===== config.mk =====
export PLATFORM = sky130hd
export DESIGN_NAME = anim_sched
export DESIGN_NICKNAME = d
export VERILOG_FILES = /design/src/rtl/anim_sched.sv
export SDC_FILE = /design/constraint.sdc
export NUM_CORES = 1
export LEC_CHECK = 0
export BUFFER_PORTS_ARGS = -buffer_cell sky130_fd_sc_hd__buf_2
export CAP_MARGIN = 30
export CORE_UTILIZATION = 54
export DETAILED_ROUTE_END_ITERATION = 8
export HOLD_SLACK_MARGIN = 0.03
export PLACE_DENSITY = 0.88
export SETUP_SLACK_MARGIN = 0.02
export SLEW_MARGIN = 0
export SYNTH_ARGS = -nofsm -noshare
export SYNTH_HDL_FRONTEND = slang
export SYNTH_SLANG_ARGS = --single-unit

===== constraint.sdc =====
create_clock -name clk -period 2.7 [get_ports clk]
set_clock_uncertainty 0.2 [all_clocks]
set_input_delay 0.27 -clock clk [delete_from_list [all_inputs] [get_ports clk]]
set_output_delay 0.27 -clock clk [all_outputs]
set_load 0.05 [all_outputs]

===== src/rtl/anim_sched.sv =====
// anim_sched: mode/enable sequencer for the LED animation mux.
// Auto-cycles patterns with dwell and blank gap; manual override and skip.
module anim_sched #(
    parameter int PRESC  = 4,
    parameter int DWELL  = 3,
    parameter int GAP    = 2,
    parameter int NMODES = 3
) (
    input  logic       clk,
    input  logic       rst,
    input  logic       run,
    input  logic       manual,
    input  logic [1:0] sel,
    input  logic       next,
    output logic [1:0] mode,
    output logic       en,
    output logic       tick,
    output logic       busy
);

    typedef enum logic [1:0] {IDLE, PLAY, BLANK, MAN} state_t;

    localparam int PW   = (PRESC > 1) ? $clog2(PRESC) : 1;
    localparam int CMAX = (DWELL > GAP) ? DWELL : GAP;
    localparam int CW   = (CMAX > 1) ? $clog2(CMAX) : 1;

    localparam logic [PW-1:0] P_LAST   = PW'(PRESC - 1);
    localparam logic [CW-1:0] D_LAST   = CW'(DWELL - 1);
    localparam logic [CW-1:0] G_LAST   = CW'((GAP > 0) ? GAP - 1 : 0);
    localparam logic [1:0]    M_LAST   = 2'(NMODES - 1);
    localparam logic [2:0]    M_NUM    = 3'(NMODES);
    localparam bit            HAS_GAP  = (GAP > 0);

    state_t        state, state_n;
    logic [1:0]    mode_n;
    logic          en_n;
    logic [PW-1:0] presc, presc_n;
    logic [CW-1:0] cnt, cnt_n;
    logic          restart;
    logic          sel_ok;
    logic [1:0]    mode_adv;

    assign tick     = (state != IDLE) && (presc == P_LAST);
    assign busy     = (state != IDLE);
    assign sel_ok   = ({1'b0, sel} < M_NUM);
    assign mode_adv = (mode == M_LAST) ? 2'd0 : mode + 2'd1;

    // Next state, mode and counters; restart clears timers on any transition
    always_comb begin
        state_n = state;
        mode_n  = mode;
        cnt_n   = cnt;
        restart = 1'b0;
        if (!run) begin
            state_n = IDLE;
            mode_n  = 2'd0;
        end else begin
            case (state)
                IDLE: begin
                    restart = 1'b1;
                    if (manual) begin
                        state_n = MAN;
                        mode_n  = sel_ok ? sel : 2'd0;
                    end else begin
                        state_n = PLAY;
                        mode_n  = 2'd0;
                    end
                end
                PLAY: begin
                    if (manual) begin
                        state_n = MAN;
                        restart = 1'b1;
                        if (sel_ok) mode_n = sel;
                    end else if (next || (tick && cnt == D_LAST)) begin
                        restart = 1'b1;
                        if (HAS_GAP) state_n = BLANK;
                        else         mode_n  = mode_adv;
                    end else if (tick) begin
                        cnt_n = cnt + 1'b1;
                    end
                end
                BLANK: begin
                    if (manual) begin
                        state_n = MAN;
                        restart = 1'b1;
                        if (sel_ok) mode_n = sel;
                    end else if (tick && cnt == G_LAST) begin
                        state_n = PLAY;
                        mode_n  = mode_adv;
                        restart = 1'b1;
                    end else if (tick) begin
                        cnt_n = cnt + 1'b1;
                    end
                end
                MAN: begin
                    if (!manual) begin
                        state_n = PLAY;
                        restart = 1'b1;
                    end else if (sel_ok) begin
                        mode_n = sel;
                    end
                end
                default: begin
                    state_n = IDLE;
                    mode_n  = 2'd0;
                end
            endcase
        end
        if (restart) cnt_n = '0;
        if (state_n == IDLE || restart)
            presc_n = '0;
        else if (presc == P_LAST)
            presc_n = '0;
        else
            presc_n = presc + 1'b1;
        en_n = (state_n == PLAY) || (state_n == MAN);
    end

    // State, outputs and timers registered together
    always_ff @(posedge clk or posedge rst) begin
        if (rst) begin
            state <= IDLE;
            mode  <= 2'd0;
            en    <= 1'b0;
            presc <= '0;
            cnt   <= '0;
        end else begin
            state <= state_n;
            mode  <= mode_n;
            en    <= en_n;
            presc <= presc_n;
            cnt   <= cnt_n;
        end
    end

endmodule


# [Yosys cells after proc, flatten, opt, wreduce, memory -nomap -nowiden]
# Cells that the tools add are included.
# Widths: inputs -> output; s select.
[totals] output_inout_bits=5 elab_cells=72 ff_bits=9 inputBits=7
[classes] add_sub_neg=3 magnitude_cmp=1 mux=34 n_eq_ne=15 reduce_logical=14
[ops] op="$mux 2" n=24
[ops] op="$eq 2x2->1 const B" n=6
[ops] op="$ne 3x3->1 const B" n=4
[ops] op="$pmux 2 s4" n=1
[ops] op="$add 2x1->2 const B" n=3
[ops] op="$eq 2x1->1 const B" n=3
[ops] op="$mux 1" n=6
[ops] op="$pmux 2 s3" n=1
[ops] op="$reduce_and 6->1" n=1
[ops] op="$logic_not 2->1" n=2
[ops] op="$ne 4x4->1 const B" n=1
[ops] op="$pmux 1 s4" n=1
[ops] op="$pmux 2 s2" n=1
[ops] op="$reduce_bool 2->1" n=2
[ops] op="$logic_and 1x1->1" n=3
[ops] op="$logic_or 1x1->1" n=3
[ops] op="$ne 3x2->1 const B" n=1
[ops] op="$reduce_bool 3->1" n=1
[ops] op="$lt 2x2->1 const B" n=1
[ops] op="$reduce_and 2->1" n=1
[ops] op="$reduce_or 2->1" n=1

# [Longest topological paths before layout]
# Gate-level depths: netlist of the first run.
[logic_depth] word_depth=11 ltp_mapped=7 ltp_nobuf=6

# [Worst setup path before layout of the first run]
# OpenSTA, ideal clock, no wires.
[synth_timing] kind="register -> register" start="reg state[0]" end="reg cnt[1]" t_arrival_ns=2.071 required_ns=2.401 path_stages_with_launch=7 path_buffers=0 setup_time_ns=0.099 path_slack_ns=0.329 period_less_slack_ns=2.371 path_cell_list="dfrtp_1 > inv_1 > ha_1 > and2b_4 > nor4b_4 > a21oi_1 > a311oi_1"
[synth_via] elab_chain_cells=10 word_cells_on_any_way=30 cone_classes="eq/ne: 7; mux: 14; reduce/logical: 9"
[synth_lines] item="from (decl)" line="34" text="state_t state, state_n;"
[synth_lines] item="from (signal assigned)" line="128" text="state <= state_n;"
[synth_lines] item="$reduce_bool 2->1 (*)" line="43" text="assign tick = (state != IDLE) && (presc == P_LAST);"
[synth_lines] item="$logic_and 1x1->1 (*)" line="43"
[synth_lines] item="net tick" line="17" text="output logic tick,"
[synth_lines] item="$logic_and 1x1->1" line="74" text="end else if (next || (tick && cnt == D_LAST)) begin"
[synth_lines] item="$logic_or 1x1->1" line="74"
[synth_lines] item="$mux 1" line="74"
[synth_lines] item="$mux 1" line="70" text="if (manual) begin"
[synth_lines] item="$pmux 1 s4" line="58" text="case (state)"
[synth_lines] item="$mux 1" line="54" text="if (!run) begin"
[synth_lines] item="$ne 3x3->1 (no line), or another cell as far along"
[synth_lines] item="$reduce_and 6->1 (no line)"
[synth_lines] item="to (signal assigned)" line="132" text="cnt <= cnt_n;"
[synth_lines] item="to (decl)" line="38" text="logic [CW-1:0] cnt, cnt_n;"
# The timed path passes the listed nets; every way through them passes the cells marked *. The select of a mux whose other input is x is not followed.
# A chain may end at the register's enable or synchronous reset.

# [Final worst setup path of the first run]
[layout_timing] start="reg state[0]" end="reg cnt[1]"
[layout_via] elab_chain_cells=10 word_cells_on_any_way=30 cone_classes="eq/ne: 7; mux: 14; reduce/logical: 9"
[layout_lines] item="$reduce_bool 2->1" line="43"
[layout_lines] item="$logic_and 1x1->1" line="43"
[layout_lines] item="$logic_and 1x1->1" line="74"
[layout_lines] item="$logic_or 1x1->1" line="74"
[layout_lines] item="$mux 1" line="74"
[layout_lines] item="$mux 1" line="70"
[layout_lines] item="$pmux 1 s4" line="58"
[layout_lines] item="$mux 1" line="54"
[layout_lines] item="$ne 3x3->1 (no line), or another cell as far along"
[layout_lines] item="$reduce_and 6->1 (no line)"
# Several ways; a longest one is shown, not always the timed one. The select of a mux whose other input is x is not followed.

==> flow_summary.ini, run 1 <==
[outcome]
outcome = completed

[yosys]
ys_ff_latch = 8
synth_edf_count = 0
netlist_area_sq_um = 739
synth_cells = 82
synthDistinctLibCells = 37
ys_seq_area_frac = 0.271
synth_area_per_cell_sq_um = 9.02
async_flop_share = 1.00
synth_nets = 97
ys.flop_type = dfrtp_1
yosysWarningCount = 0

[drt]
avgRoutedWirePerCell_um = 15.7
vias = 687
remaining_drc_errors = 0
routed_wl_um = 1710
firstDrtPassIters = 4
vias_per_cell = 6.30
drt_iter0_markers = 29
ant_nets = 0

[setup_path]
crit_fanout = 12
worst-r2r-setup-slack_ns = 0.55
criticalPathCategory = reg -> reg
cp-start-kind = flip-flop
cp.arrival_ns = 2.10
cp.required_ns = 2.65
end_kind = flip-flop

[die]
die-area_sq_um = 1520
fp.coreArea_sq_um = 1190
initial_utilization = 0.623
ios = 12
fp.dieH_um = 39.0
rows = 12
die-width_um = 39.0

[timing]
setup_ws_ns = 0.552
maxSlewHeadroom = 0.671
timing.fmax_ghz = 0.466
worstMarginPinSlew_ns = 0.487
setup_tns_ns = 0
finalSetupViolations = 0
fin_crit_sh = 0.795
fin_crit_ns = 2.15
grt_setup_unrepaired = no
hold_viol_final = 0
final_max_slew_viol_count = 0
whs_ns = 0.153

[grt]
grt_pass1_wl_um = 2710
grt_pass1_vias = 621
grt-ovfl-total = 0
track_usage = 0.275
antenna_found_initial = 0
grt_max_degree = 13

[power]
power_density_nw_per_um2 = 777
p_leak_nw = 0.376
ir_drop_v = 0.000653

[clocking]
path_clk_slew_ns = 0.05
numCtsBuffers = 3
cts_max_path_buffers = 2
clock_latency_ns = 0.25
cts.sinks = 8
cts_tree = yes
cts.root.buffer_cell = clkbuf_4
htreeDepth = 1

[placed_design]
post-place-ws_ns = 0.578
io_buffers = 11
post-dp-hpwl_um = 1360
gp_congestion = 0.882

[cells_and_area]
final_cell_mix = inv_1, buf_2, ha_1, dfrtp_1, o21ai_0
drive_above_1_share = 0.232
diodes = 0
multi_input_area_sq_um = 482
nFillCells = 90
area_delta_synth_final_pct = 12.5
fin_nets = 112
register_area_sq_um = 200

[hold_path]
min-delay-path-class = in -> reg

[run]
cap_violations = 0
-- area by class of cell --
class | count | area share
clock buffer | 3 | 0.0271
tap | 14 | 0.0211
multi-input combinational | 60 | 0.579
sequential | 8 | 0.241
inverter | 12 | 0.0541
timing repair buffer | 12 | 0.0782
-- stage by stage --
| stage | power (mW) | utilization | cell area, sq um | instances |
|---|---|---|---|---|
| after CTS | 0.643 | 0.701 | 832 | 109 |
| after detailed placement | 0.551 | 0.674 | 800 | 105 |
| after global placement | 0.539 | 0.674 | 800 | 105 |
| final | 0.646 | 0.701 | 832 | 109 |
| after floorplan | 0.470 | - | 739 | 82 |
| after global routing | 0.692 | 0.701 | 832 | 109 |
-- Yosys cell counts (2+ instances only) --
library cell / n / share of area
inv_1: 11 / 0.056
dfrtp_1: 8 / 0.27
ha_1: 8 / 0.14
o21ai_0: 7 / 0.047
a21oi_1: 5 / 0.034
nor2_1: 4 / 0.020
a211oi_2: 2 / 0.034
a21o_1: 2 / 0.020
a31oi_1: 2 / 0.017
a32oi_1: 2 / 0.024
nand2_1: 2 / 0.010
nand3_1: 2 / 0.014
o2bb2ai_1: 2 / 0.024
o31ai_1: 2 / 0.020
-- where the power goes --
part,switching (mW),internal (mW)
clock network,0.0373,0.0506
logic,0.271,0.128
registers,0.0195,0.140
-- final timing paths --
| kind | cells past startpoint | start | to |
|---|---|---|---|
| min in group asynchronous | 3 | rst | cnt[0] |
| worst min register to register | 2 | presc[0] | presc[0] |
| worst max register to register | 6 | state[0] | cnt[1] |
| worst max-delay path | 6 | state[0] | cnt[1] |
| worst min-delay path | 3 | run | state[1] |
| max in group asynchronous | 3 | rst | state[0] |
-- critical path, cell delays in order, from the launching register on --
cell,delay (ns)
dfrtp_1,0.38
inv_1,0.12
ha_1,0.34
and2_1,0.26
nor4b_4,0.37
a21oi_1,0.11
a311oi_1,0.27
-- what timing repair did --
action	in CTS	in global routing
hold endpoints to repair	8	0
hold buffers	1	0
setup buffers	0	0
gates resized for setup	0	0
-- sequential cells by signal (all words and copies together), names as in the netlist --
signal  cells
cnt         2
mode        2
presc       2
state       2
-- cells by family (layout without fill, tap and decap cells) --
| family | Yosys count | after routing | share of synthesized area |
|---|---|---|---|
| AOI/OAI and AO/OA | 32 | 32 | 0.315 |
| adders and majority gates | 8 | 8 | 0.135 |
| buffers and inverters | 14 | 27 | 0.0778 |
| DFF | 8 | 8 | 0.271 |
| muxes | 1 | 1 | 0.0135 |
| and+or+nand+nor | 19 | 19 | 0.188 |
-- layer usage --
| layer | vias up | track usage | routed length, um |
|---|---|---|---|
| met5 | - | 0 | 0 |
| met4 | 0 | 0.129 | 34 |
| met3 | 4 | 0.0520 | 116 |
| met2 | 34 | 0.446 | 807 |
| met1 | 316 | 0.347 | 751 |
| li1 | 333 | - | - |
No activity file was read; power rests on OpenSTA's default activity.
==> run 2, diff against run 1 <==
clock period = 2.2 ns   (was 2.7 ns; I/O delays follow)
==> flow_summary.ini, run 2 (synthesis gave the netlist of run 1 again) <==
[outcome]
outcome = completed

[timing]
timing.fmax_ghz = 0.496
final_max_slew_viol_count = 0
setup_tns_ns = 0
hold_viol_final = 0
finalSetupViolations = 0
setup_ws_ns = 0.184
worstMarginPinSlew_ns = 0.400
fin_crit_sh = 0.916
grt_setup_unrepaired = no
maxSlewHeadroom = 0.727
fin_crit_ns = 2.02

[placed_design]
gp_congestion = 0.936
io_buffers = 11
post-dp-hpwl_um = 1240
post-place-ws_ns = 0.157
placed_area_sq_um = 801
post-place-cells = 105

[grt]
grt_max_degree = 13
track_usage = 0.254
grt_pass1_wl_um = 2550
antenna_found_initial = 0
grt-ovfl-total = 0
grt_pass1_vias = 599

[setup_path]
crit_fanout = 6
cp.required_ns = 2.13
criticalPathCategory = reg -> reg
end_kind = flip-flop
cp.arrival_ns = 1.94
ff2ff_path_depth = 6
cp-start-kind = flip-flop

[drt]
ant_nets = 0
wl_met3_um = 104
vias = 649
top_layer = met4
remaining_drc_errors = 0
drt_iter0_markers = 23
route.met2.wl_um = 728
avgRoutedWirePerCell_um = 14.1
routed_wl_um = 1550
m1WireLength_um = 687
vias_per_cell = 5.90
firstDrtPassIters = 4

[die]
fp.dieH_um = 39.0
rows = 12
initial_utilization = 0.623
fp.coreArea_sq_um = 1190
ios = 12
die-area_sq_um = 1520
die-width_um = 39.0

[clocking]
cts_max_path_buffers = 2
cts_tree = yes
htreeDepth = 1
clock_latency_ns = 0.26
cts.root.buffer_cell = clkbuf_4
cts.sinks = 8
numCtsBuffers = 3
path_clk_slew_ns = 0.05

[power]
ir_drop_v = 0.000725
power_density_nw_per_um2 = 959
p_leak_nw = 0.374
p_total_mw = 0.805

[hold_path]
holdPathStages = 3
min-delay-path-class = in -> reg

[cells_and_area]
fin_nets = 112
diodes = 0
drive_above_1_share = 0.260
final_cell_mix = buf_2, inv_1, o21ai_0, ha_1, dfrtp_1
area_delta_synth_final_pct = 13.5
instances_no_fill = 110
layout_commonest_cell = buf_2
design_area_sq_um = 840

[run]
cap_violations = 0
==> run 2: metrics by stage <==
step | hold slack (ns) | utilization
final | 0.0820 | 0.708
after global routing | 0.0948 | 0.708
after CTS | 0.0736 | 0.706
after detailed placement | -0.0146 | 0.675
after global placement | -0.0317 | 0.675
after floorplan | -0.164 | -
==> run 2: cell type report <==
class / count / area (sq um)
Multi-Input combinational cell: 60 / 484
Inverter: 12 / 45.0
Timing Repair Buffer: 12 / 65.1
Sequential cell: 8 / 201
Clock buffer: 4 / 26.3
Fill cell: 98 / 347
Tap cell: 14 / 17.5
==> run 2: metal layers <==
metal	global-route usage	up-vias
li1	-	334
met1	0.331	285
met3	0.0520	4
met5	0	-
met4	0.155	0
met2	0.379	26
==> run 2: critical path, stage by stage (launching register included) <==
cell and delay (ns):
dfrtp_1 0.43, inv_1 0.13, ha_1 0.24, and2b_4 0.23
a21o_1 0.18, a221oi_2 0.36, a211oi_2 0.12
==> run 2: path summary, 6_finish.rpt <==
kind	from	to	slack, ns
worst max register to register	state[1]	presc[0]	0.18
worst max-delay path	state[1]	presc[0]	0.18
worst min-delay path	run	state[1]	0.08
worst min register to register	presc[0]	presc[0]	0.34
max in group asynchronous	rst	state[0]	1.29
min in group asynchronous	rst	cnt[0]	0.25
==> run 2: where the power goes <==
part	switching, mW	internal [mW]	leakage (nW)
Combinational	0.327	0.159	0.251
Sequential	0.0241	0.173	0.107
Clock	0.0531	0.0696	0.0150
==> run 2: repair_timing <==
action,in CTS,in global routing
resized for setup,0,1
hold endpoints to repair,8,0
hold buffers,1,0
setup endpoints to repair,0,2
setup buffers,0,0
==> run 3, diff against run 2 <==
SETUP_SLACK_MARGIN = 0.3   (was 0.02)
clock period = 2.1 ns   (was 2.2 ns; I/O delays follow)
==> flow_summary.ini, run 3 (synthesis gave the netlist of run 1 again) <==
[placed_design]
io_buffers = 11
post-dp-hpwl_um = 1300
post-place-cells = 107
gp_congestion = 0.882

[clocking]
cts_max_path_buffers = 2
path_clk_slew_ns = 0.05
htreeDepth = 1
cts.root.buffer_cell = clkbuf_4
cts_tree = yes
numCtsBuffers = 3
clock_latency_ns = 0.26
cts.sinks = 8

[setup_path]
critical_path.max_stage_delay_ns = 0.44
ff2ff_path_depth = 7
critPathBufInv = 2
cp.required_ns = 2.03
cp.arrival_ns = 1.88
crit_chain = buf_6 > ha_4 > buf_6 > a211oi_4 > o31ai_1 > a32oi_1 > o2bb2ai_1
worst-r2r-setup-slack_ns = 0.14
criticalPathCategory = reg -> reg
critPathMostFrequentCell = buf_6
cp.depth = 7
end_kind = flip-flop
crit_fanout = 5
worst_r2r_endpoint = mode[0]
slowest_stage = dfrtp_2
r2r_start = state[0]
cp-start-kind = flip-flop
critPathTopFamily = compound AO/OA/AOI/OAI gates

[drt]
routed_wl_um = 2430
remaining_drc_errors = 0
firstDrtPassIters = 4
vias_per_cell = 6.41
drt_iter0_markers = 31
vias = 769
ant_nets = 0
avgRoutedWirePerCell_um = 20.3

[power]
power_density_nw_per_um2 = 1090
power_frac_seq = 0.188
power_switching_mw = 0.572
p_leak_nw = 0.444
combPwrFrac = 0.702
ir_drop_v = 0.00122
p_int_mw = 0.585
swShare = 0.495
clkPwrFrac = 0.110

[cells_and_area]
diodes = 0
area_delta_synth_final_pct = 43.8
multi_input_area_sq_um = 606
layout_commonest_cell = buf_2
register_area_sq_um = 203
fin_nets = 122
drive_above_1_share = 0.500
nFillCells = 55
instances_no_fill = 120
final_cell_mix = buf_2, inv_1, buf_4

[timing]
maxSlewHeadroom = 0.731
hold_viol_final = 0
timing.fmax_ghz = 0.511
fin_crit_ns = 1.96
grt_setup_unrepaired = yes
finalSetupViolations = 0
whs_ns = 0.114
setup_tns_ns = 0
final_max_slew_viol_count = 0
worstMarginPinSlew_ns = 0.399
fin_crit_sh = 0.931

[run]
cap_violations = 0

[die]
ios = 12
initial_utilization = 0.623
die-width_um = 39.0
fp.dieH_um = 39.0
rows = 12
die-area_sq_um = 1520
fp.coreArea_sq_um = 1190

[outcome]
outcome = completed

[hold_path]
hp-start = run
min-delay-path-class = in -> reg
holdPathStages = 3
hold_end = state[1]

[grt]
grt_pass1_wl_um = 2970
grt-ovfl-total = 0
antenna_found_initial = 0
track_usage = 0.308
grt_pass1_vias = 645
grt_max_degree = 9
run 3: layout make-up:
class                   count  share of cell area
multi-input cells          60               0.569
flip-flops and latches      8               0.191
repair buffers             22               0.152
inverters                  12              0.0471
clock buffers               4              0.0247
well taps                  14              0.0165
run 3: metrics by stage:
| stage | total power, mW | utilization | worst slack [ns] | cell area [sq um] |
|---|---|---|---|---|
| after detailed placement | 0.780 | 0.710 | 0.107 | 842 |
| after CTS | 1.07 | 0.851 | 0.258 | 1010 |
| after floorplan | 0.651 | - | 0.0634 | 767 |
| after global placement | 0.762 | 0.710 | 0.176 | 842 |
| final | 1.16 | 0.897 | 0.144 | 1060 |
| after global routing | 1.21 | 0.897 | 0.0802 | 1060 |
run 3: power groups by stage:
| stage | registers (mW) | clock network [mW] | logic [mW] |
|---|---|---|---|
| floorplan | 0.259 | 0 | 0.392 |
| global placement | 0.212 | 0 | 0.549 |
| detailed placement | 0.215 | 0 | 0.565 |
| CTS | 0.215 | 0.129 | 0.722 |
| global route | 0.222 | 0.139 | 0.846 |
| finish | 0.217 | 0.128 | 0.812 |
run 3: tightest hold or removal path, cell delays in order:
cell and delay [ns]:
buf_2 0.18, inv_2 0.09, nor2_1 0.05
run 3: layer usage:
metal	track usage	share of wire	wire length (um)
met1	0.392	0.44	1070
met3	0.0636	0.042	102
met4	0.233	0.033	80
met2	0.450	0.48	1170
met5	0	0	0
run 3: timing repair:
item,CTS,global route
endpoints found under the setup margin,9,9
endpoints found under the hold margin,8,0
hold buffers,1,0
resized for setup,21,9
pin swaps,12,9
buffers inserted,6,2
run 3: worst max-delay path by stage:
stage / from / end / slack (ns)
after global routing: state[0] / mode[0] / 0.08
after floorplan: state[0] / presc[0] / 0.06
final: state[0] / mode[0] / 0.14
after global placement: state[0] / presc[0] / 0.18
after detailed placement: state[1] / mode[1] / 0.11
after CTS: state[0] / mode[1] / 0.26
